[src/rtl/riscv_pkg.sv]
// Shared RISC-V core definitions used by the fetch stage: PC select codes,
// the NOP encoding, fault causes and the fetch FSM state encoding.
package riscv_pkg;
  localparam logic [1:0]  PC_ALU    = 2'd0;
  localparam logic [1:0]  PC_PLUS_4 = 2'd1;
  localparam logic [31:0] NOP_INST  = 32'h0000_0013;

  typedef enum logic [1:0] {
    FC_NONE     = 2'd0,
    FC_MISALIGN = 2'd1,
    FC_BUS      = 2'd2
  } faultCause_t;

  typedef enum logic [1:0] {
    S_REQ,
    S_WAIT,
    S_HOLD,
    S_FAULT
  } fetchState_t;
endpackage

[src/rtl/next_pc_gen.sv]
// Next-PC selection from execute feedback; a taken branch overrides pc_sel.
module next_pc_gen
  import riscv_pkg::*;
#(
  parameter int XLEN = 32
) (
  input  logic [XLEN-1:0] pc,
  input  logic [1:0]      pc_sel,
  input  logic            br_taken,
  input  logic [XLEN-1:0] alu_target,
  output logic [XLEN-1:0] next_pc,
  output logic            misaligned
);
  logic takeAlu;

  assign takeAlu = (pc_sel == PC_ALU) || br_taken;
  // Bit 0 of a jump target is always dropped; only bit 1 can misalign.
  assign next_pc = takeAlu ? {alu_target[XLEN-1:1], 1'b0} : pc + XLEN'(4);
  assign misaligned = |next_pc[1:0];
endmodule

[src/rtl/fetch_unit.sv]
// Instruction fetch stage: owns the PC, issues one memory request per
// instruction, holds the fetched word until retire and traps faults.
module fetch_unit
  import riscv_pkg::*;
#(
  parameter int              XLEN     = 32,
  parameter logic [XLEN-1:0] RESET_PC = '0
) (
  input  logic            clk,
  input  logic            rst_n,
  output logic            imem_req,
  output logic [XLEN-1:0] imem_addr,
  input  logic            imem_ready,
  input  logic            imem_rvalid,
  input  logic [31:0]     imem_rdata,
  input  logic            imem_err,
  output logic [31:0]     inst,
  output logic [XLEN-1:0] inst_pc,
  output logic [XLEN-1:0] inst_pc4,
  output logic            inst_valid,
  input  logic            inst_ready,
  input  logic [1:0]      pc_sel,
  input  logic            br_taken,
  input  logic [XLEN-1:0] alu_target,
  output logic            fault,
  output logic [1:0]      fault_cause
);
  fetchState_t     state;
  faultCause_t     causeQ;
  logic [XLEN-1:0] pc, nextPc;
  logic [31:0]     instQ;
  logic            misaligned, reqQ, validQ, faultQ;

  next_pc_gen #(.XLEN(XLEN)) u_nextPc (
    .pc         (pc),
    .pc_sel     (pc_sel),
    .br_taken   (br_taken),
    .alu_target (alu_target),
    .next_pc    (nextPc),
    .misaligned (misaligned)
  );

  // reqQ lags entry into S_REQ after reset by one cycle, so imem_ready is
  // only honoured once the request is actually visible on the bus.
  always_ff @(posedge clk or negedge rst_n) begin
    if (!rst_n) begin
      state  <= S_REQ;
      pc     <= RESET_PC;
      reqQ   <= 1'b0;
      validQ <= 1'b0;
      instQ  <= NOP_INST;
      faultQ <= 1'b0;
      causeQ <= FC_NONE;
    end else begin
      case (state)
        S_REQ: begin
          if (reqQ && imem_ready) begin
            reqQ  <= 1'b0;
            state <= S_WAIT;
          end else begin
            reqQ <= 1'b1;
          end
        end
        S_WAIT: begin
          if (imem_rvalid) begin
            if (imem_err) begin
              faultQ <= 1'b1;
              causeQ <= FC_BUS;
              state  <= S_FAULT;
            end else begin
              instQ  <= imem_rdata;
              validQ <= 1'b1;
              state  <= S_HOLD;
            end
          end
        end
        S_HOLD: begin
          if (inst_ready) begin
            validQ <= 1'b0;
            if (misaligned) begin
              faultQ <= 1'b1;
              causeQ <= FC_MISALIGN;
              state  <= S_FAULT;
            end else begin
              pc    <= nextPc;
              reqQ  <= 1'b1;
              state <= S_REQ;
            end
          end
        end
        default: begin
          reqQ   <= 1'b0;
          validQ <= 1'b0;
          state  <= S_FAULT;
        end
      endcase
    end
  end

  assign imem_req    = reqQ;
  assign imem_addr   = pc;
  assign inst        = instQ;
  assign inst_pc     = pc;
  assign inst_pc4    = pc + XLEN'(4);
  assign inst_valid  = validQ;
  assign fault       = faultQ;
  assign fault_cause = causeQ;
endmodule

[config.mk]
export PLATFORM = sky130hd
export DESIGN_NAME = fetch_unit
export DESIGN_NICKNAME = d
export VERILOG_FILES = /design/src/rtl/riscv_pkg.sv /design/src/rtl/next_pc_gen.sv /design/src/rtl/fetch_unit.sv
export SDC_FILE = /design/constraint.sdc
export NUM_CORES = 1
export LEC_CHECK = 0
export CAP_MARGIN = 20
export CELL_PAD_IN_SITES_DETAIL_PLACEMENT = 1
export CELL_PAD_IN_SITES_GLOBAL_PLACEMENT = 1
export CORE_UTILIZATION = 31
export CTS_CLUSTER_SIZE = 28
export DETAILED_ROUTE_END_ITERATION = 10
export GPL_TIMING_DRIVEN = 1
export PLACE_DENSITY_LB_ADDON = 0.05
export SLEW_MARGIN = 20
export SYNTH_ARGS = -nofsm -noshare
export SYNTH_HDL_FRONTEND = slang
export SYNTH_HIERARCHICAL = 1
export SYNTH_SLANG_ARGS = --single-unit
[constraint.sdc]
create_clock -name clk -period 3 [get_ports clk]
set_input_delay 0.3 -clock clk [delete_from_list [all_inputs] [get_ports clk]]
set_output_delay 0.3 -clock clk [all_outputs]
set_load 0.01 [all_outputs]
# Yosys cells after proc, flatten, opt, wreduce, memory -nomap -nowiden
# Index checks and enable logic that the tools add are counted.
word_totals:
  regBits: 71
  input_bits: 73
op_classes:
  eq_ne: 9
  muxes: 25
  n_reduce_logical: 12
  add_sub_neg: 1
  bitwise: 4
op_table:
  columns: ["cell", "n"]
  rows:
  - ["32-bit by 3-bit adder with 32-bit output (second input constant)", 1]
  - ["32-bit two-way mux", 1]
  - ["2-bit two-way mux", 8]
  - ["2-bit inequality test (second input constant)", 7]
  - ["3-bit AND reduction", 4]
  - ["1-bit two-way mux", 11]
  - ["1-bit one-hot mux with 3 select lines", 2]
  - ["2-bit one-hot mux with 3 select lines", 1]
  - ["5-bit AND reduction", 1]
  - ["2-bit logical NOT", 2]
  - ["1-bit inverter", 4]
  - ["2-bit one-hot mux with 2 select lines", 1]
  - ["4-bit AND reduction", 1]
  - ["2-bit by 1-bit equality test with 1-bit output (second input constant)", 1]
  - ["2-bit equality test (second input constant)", 1]
  - ["1-bit one-hot mux with 2 select lines", 1]
  - ["2-bit nonzero test", 1]
  - ["2-bit OR reduction", 1]
  - ["1-bit logical AND", 1]
  - ["1-bit logical OR", 1]

# Depth between registers and ports, before layout
depth:
  ltp_word: 7
  ltp_mapped: 10
  mapped_depth_nobuf: 8

# By module
# Netlist, hierarchy kept.
by_module_without_submodules:
  columns: ["mod", "area_each_um2", "cells_per_inst", "seq_area_each_um2", "n_inst"]
  rows:
  - ["fetch_unit", 3542.1, 290, 1780.5, 1]
  - ["next_pc_gen", 977.2, 170, 0.0, 1]

# Least setup slack after synthesis
# No wires, ideal clock.
synth_path:
  kind: "register to register"
  start: "register pc[10], in the netlist imem_addr[10]"
  end: "register pc[25], in the netlist imem_addr[25]"
  setup_ps: 65
  slack_ps: 620
  arrival_ps: 2314
  path_stages_with_launch: 9
  required_time_ps: 2935
  n_path_buf: 3
  path_cell_list: "dfrtp_1 > buf_6 > nand4_2 > or4_4 > buf_6 > buf_6 > or4_1 > a31oi_1 > mux2_2"
synth_between:
  elab_chain_cells: 2
synth_rtl:
  columns: ["item", "line_no", "text"]
  rows:
  - ["from (decl)", "fetch_unit.sv:30", "logic [XLEN-1:0] pc, nextPc;"]
  - ["from (signal assigned)", "fetch_unit.sv:85", "pc <= nextPc;"]
  - ["32-bit by 3-bit adder with 32-bit output", "next_pc_gen.sv:18", "assign next_pc = takeAlu ? {alu_target[XLEN-1:1], 1'b0} : pc + XLEN'(4);"]
  - ["32-bit two-way mux", "next_pc_gen.sv:18", null]
  - ["net nextPc[25]", "fetch_unit.sv:30", null]
# The timed path passes the listed nets, and every way through them passes these cells.
# A chain may end at the register's enable or synchronous reset.

# Worst setup path in the final report
layout_path:
  start: "register pc[12], in the netlist imem_addr[12]"
  end: "output inst_pc4[31]"
layout_between:
  elab_chain_cells: 1
layout_rtl:
  columns: ["item", "line_no", "text"]
  rows:
  - ["32-bit by 3-bit adder with 32-bit output", "fetch_unit.sv:104", "assign inst_pc4 = pc + XLEN'(4);"]
  - ["to (decl)", "fetch_unit.sv:19", "output logic [XLEN-1:0] inst_pc4,"]
# No other way between the ends.

==> reports/summary.txt <==
Post-synth EDFFs - 0
Area after DPL - 6500 µm²
Period minus WS final - 2.80 ns
Final HPWL DP - 9940 µm
Main synth FF type - dfrtp_1
Setup total negative slack - 0 ns
Ranking of synthesized cells by area - dfrtp_1 38%, mux2_2 16%, xnor2_1 6.2%
Post-Synthesis Cells - 460
Synth top area share - 37.7%
Worst hold path class - in -> async
R2R Setup Slk - 0.53 ns
Crit Path Class - reg -> out
Clk_skew - 0.00536 ns
Residual DRC count - 0
Wire per inst - 17.3 µm
Pleak - 2.64 nW
DR iter-0 viols - 192
VDD IR-drop max - 0.000421 V
CP Max Fanout - 11
Total grt overflow - 0
Cts hold-fix bufs - 0
Cts bufs inserted - 9
Yosys top cell by area - dfrtp_1
Most crowded layer after global routing - met2
Outcome - completed
Area of the multi-input gates - 2330 µm²
Clock Tree Buf Depth - 2
Drt pass-1 iters - 4
Routed Antenna Nets - 0
Share of cells above drive strength 1 - 18.3%
Critical path capture point type - output pin
Synth unique cells - 39
Clock latency at the later pin of the worst-skew pair - 0.34 ns
PortBufs - 204
RSZ-0062 raised after global routing - no
Yosys Warn Count - 6
Routed wire length - 14100 µm
Met2 usage - 32.0%
Horiz. Die Dim - 123 µm
Final Hold Vio Count - 0
Initial antenna violation count - 0
FP Rows - 43
Grt met1 use - 24.2%
Worst EP arrival - 2.50 ns
Tightest Pin Transition - 0.958 ns
# diodes - 0
Period utilization - 93.2%
Slew margin rel. - 36.1%
CTS root buf - clkbuf_16
Global-route usage over all layers - 19.0%
Drt via density - 5.03
Pin count of the biggest net entering global routing - 72
Global placer's final weighted congestion - 0.746
Synth async-reset ratio - 100%
RR Endpoint - imem_addr[23]$_DFFE_PN0P_
Die height - 123 µm
Clock sink count - 71
Die ar. - 15100 µm²
Initial Utilization - 32.2%
Layout area overhead - 51.3%
Vias in the first global route - 4232
PwrDens - 1020 nW/µm²
CTS tree - done
Reg2Reg Depth - 5
Nets - 703
Max Slew Vio Count - 0
FF-to-FF Start - imem_addr[12]$_DFFE_PN0P_
Syn nets - 535
Post-route cell area - 6840 µm²
Setup Viol. Count Final - 0
Startpoint Class - flip-flop
CP Data Required Time - 2.70 ns
FF+latch count, synth - 71
Grt met3 use - 3.86%
Sequential area share after synthesis - 39.4%
FILL cells - 1568
Vias - 4091
Mapped Avg Cell Area - 9.82 µm²
Register area - 1790 µm²
Core box area - 14000 µm²
Max Cap Viol - 0
First-pass GRT wire length - 21900 µm
Post-Syn Area - 4520 µm²
H-tree levels - 3
CTS clk-pin slew, worst paths - 0.06 ns
IO Count - 206
Peak Freq - 0.358 GHz
## registers in the layout, indices dropped and copies added, names as in the netlist
register and flops:
fault 1, fault_cause 2, imem_addr 32, imem_req 1
inst 32, inst_valid 1, state 2
## synthesized netlist by cell type (all sizes together) (4+ instances only)
master and instances:
dfrtp 68, o31ai 12, buf 49, and4 5, xnor2 32, a31oi 16, or3 7, nand3 23
o21ai 22, nor2 28, a21oi 4, nor4 6, mux2 64, xor2 9, and3 6, or4 13
inv 8, nand4 12, clkbuf 9, nand2 47, nor3 7
## layout by cell type, fill, tap and decap left out, types with 2 or more instances in the layout
cell type	synthesis	layout
a21oi_1	4	4
a31oi_1	16	16
and3_1	5	5
and4_1	2	2
and4_2	3	3
buf_4	34	11
bufinv_16	0	2
clkbuf_16	0	9
clkdlybuf4s50_1	0	203
clkinv_4	0	2
dfrtp_1	68	64
dfrtp_2	0	4
dfstp_2	3	3
ha_1	2	2
inv_1	8	8
mux2_2	63	63
nand2_1	47	47
nand3_1	23	23
nand4_1	7	7
nand4_2	5	5
nor2_1	28	27
nor3_1	6	4
nor3_2	1	2
nor4_1	5	5
o21ai_0	22	22
o31ai_1	12	12
or2_2	2	2
or3_1	7	7
or4_1	12	12
xnor2_1	32	32
xor2_1	9	9
## critical path, cell delays in order, from the launching register on
cell             delay [ns]
dfrtp_1                0.54
nand4_2                0.22
nor4_4                 0.30
buf_4                  0.23
nand4_2                0.13
xnor2_1                0.15
clkdlybuf4s50_1        0.58
## final cells by class
cell class              count  share of cell area (%)
inverters                   8                   0.439
multi-input cells         323                    34.1
clock buffers              10                    3.49
flip-flops and latches     71                    26.1
repair buffers            215                    31.2
well taps                 180                    3.29
clock inverters             6                    1.34
## through the flow
stage / hold WS (ns) / setup WS (ns) / util, % / std cells / power, mW
after floorplan: 0.00441 / 0.620 / - / 460 / 3.87
after global placement: 0.469 / 0.243 / 46.3 / 797 / 5.75
after detailed placement: 0.471 / 0.198 / 46.3 / 797 / 5.85
after CTS: 0.146 / 0.116 / 48.7 / 813 / 7.09
after global routing: 0.187 / 0.0366 / 48.7 / 813 / 7.47
final: 0.0996 / 0.203 / 48.7 / 813 / 7.00
## worst max-delay path by stage
stage	startpoint	slack, ns	endpoint	cells past startpoint
final	imem_addr[12]$_DFFE_PN0P_	0.20	inst_pc4[31]	6
after floorplan	imem_addr[10]$_DFFE_PN0P_	0.62	imem_addr[25]$_DFFE_PN0P_	8
after global placement	pc_sel[1]	0.24	imem_addr[22]$_DFFE_PN0P_	9
after CTS	imem_addr[5]$_DFFE_PN0P_	0.12	inst_pc4[13]	6
after detailed placement	pc_sel[0]	0.20	imem_addr[21]$_DFFE_PN0P_	9
after global routing	imem_addr[12]$_DFFE_PN0P_	0.04	inst_pc4[29]	6
## report_power, final
group	switching [mW]	leakage, nW	total, mW	internal [mW]
combinational	1.38	1.63	3.63	2.24
sequential	0.742	0.846	2.18	1.44
clock	0.439	0.163	1.19	0.755
## per-layer routing
metal	vias up	share of wire, %
li1	1944	-
met1	2014	44
met2	122	50
met3	11	5.4
met4	0	1.3
met5	-	0
## cells by family after synthesis
kind of cell / share of synthesized area, %
flip-flops: 39.4
AND/OR/NAND/NOR: 19.1
XOR/XNOR: 7.95
adder cells (fa/ha/maj): 0.554
AO/OA/AOI/OAI: 7.67
buffers and inverters: 9.41
multiplexers: 15.9
## repair_timing
item                       in CTS  in global routing
resized for setup               0                  4
setup endpoints to repair       0                  2
setup buffers                   0                  0
Power figures use the tool's default switching activity.
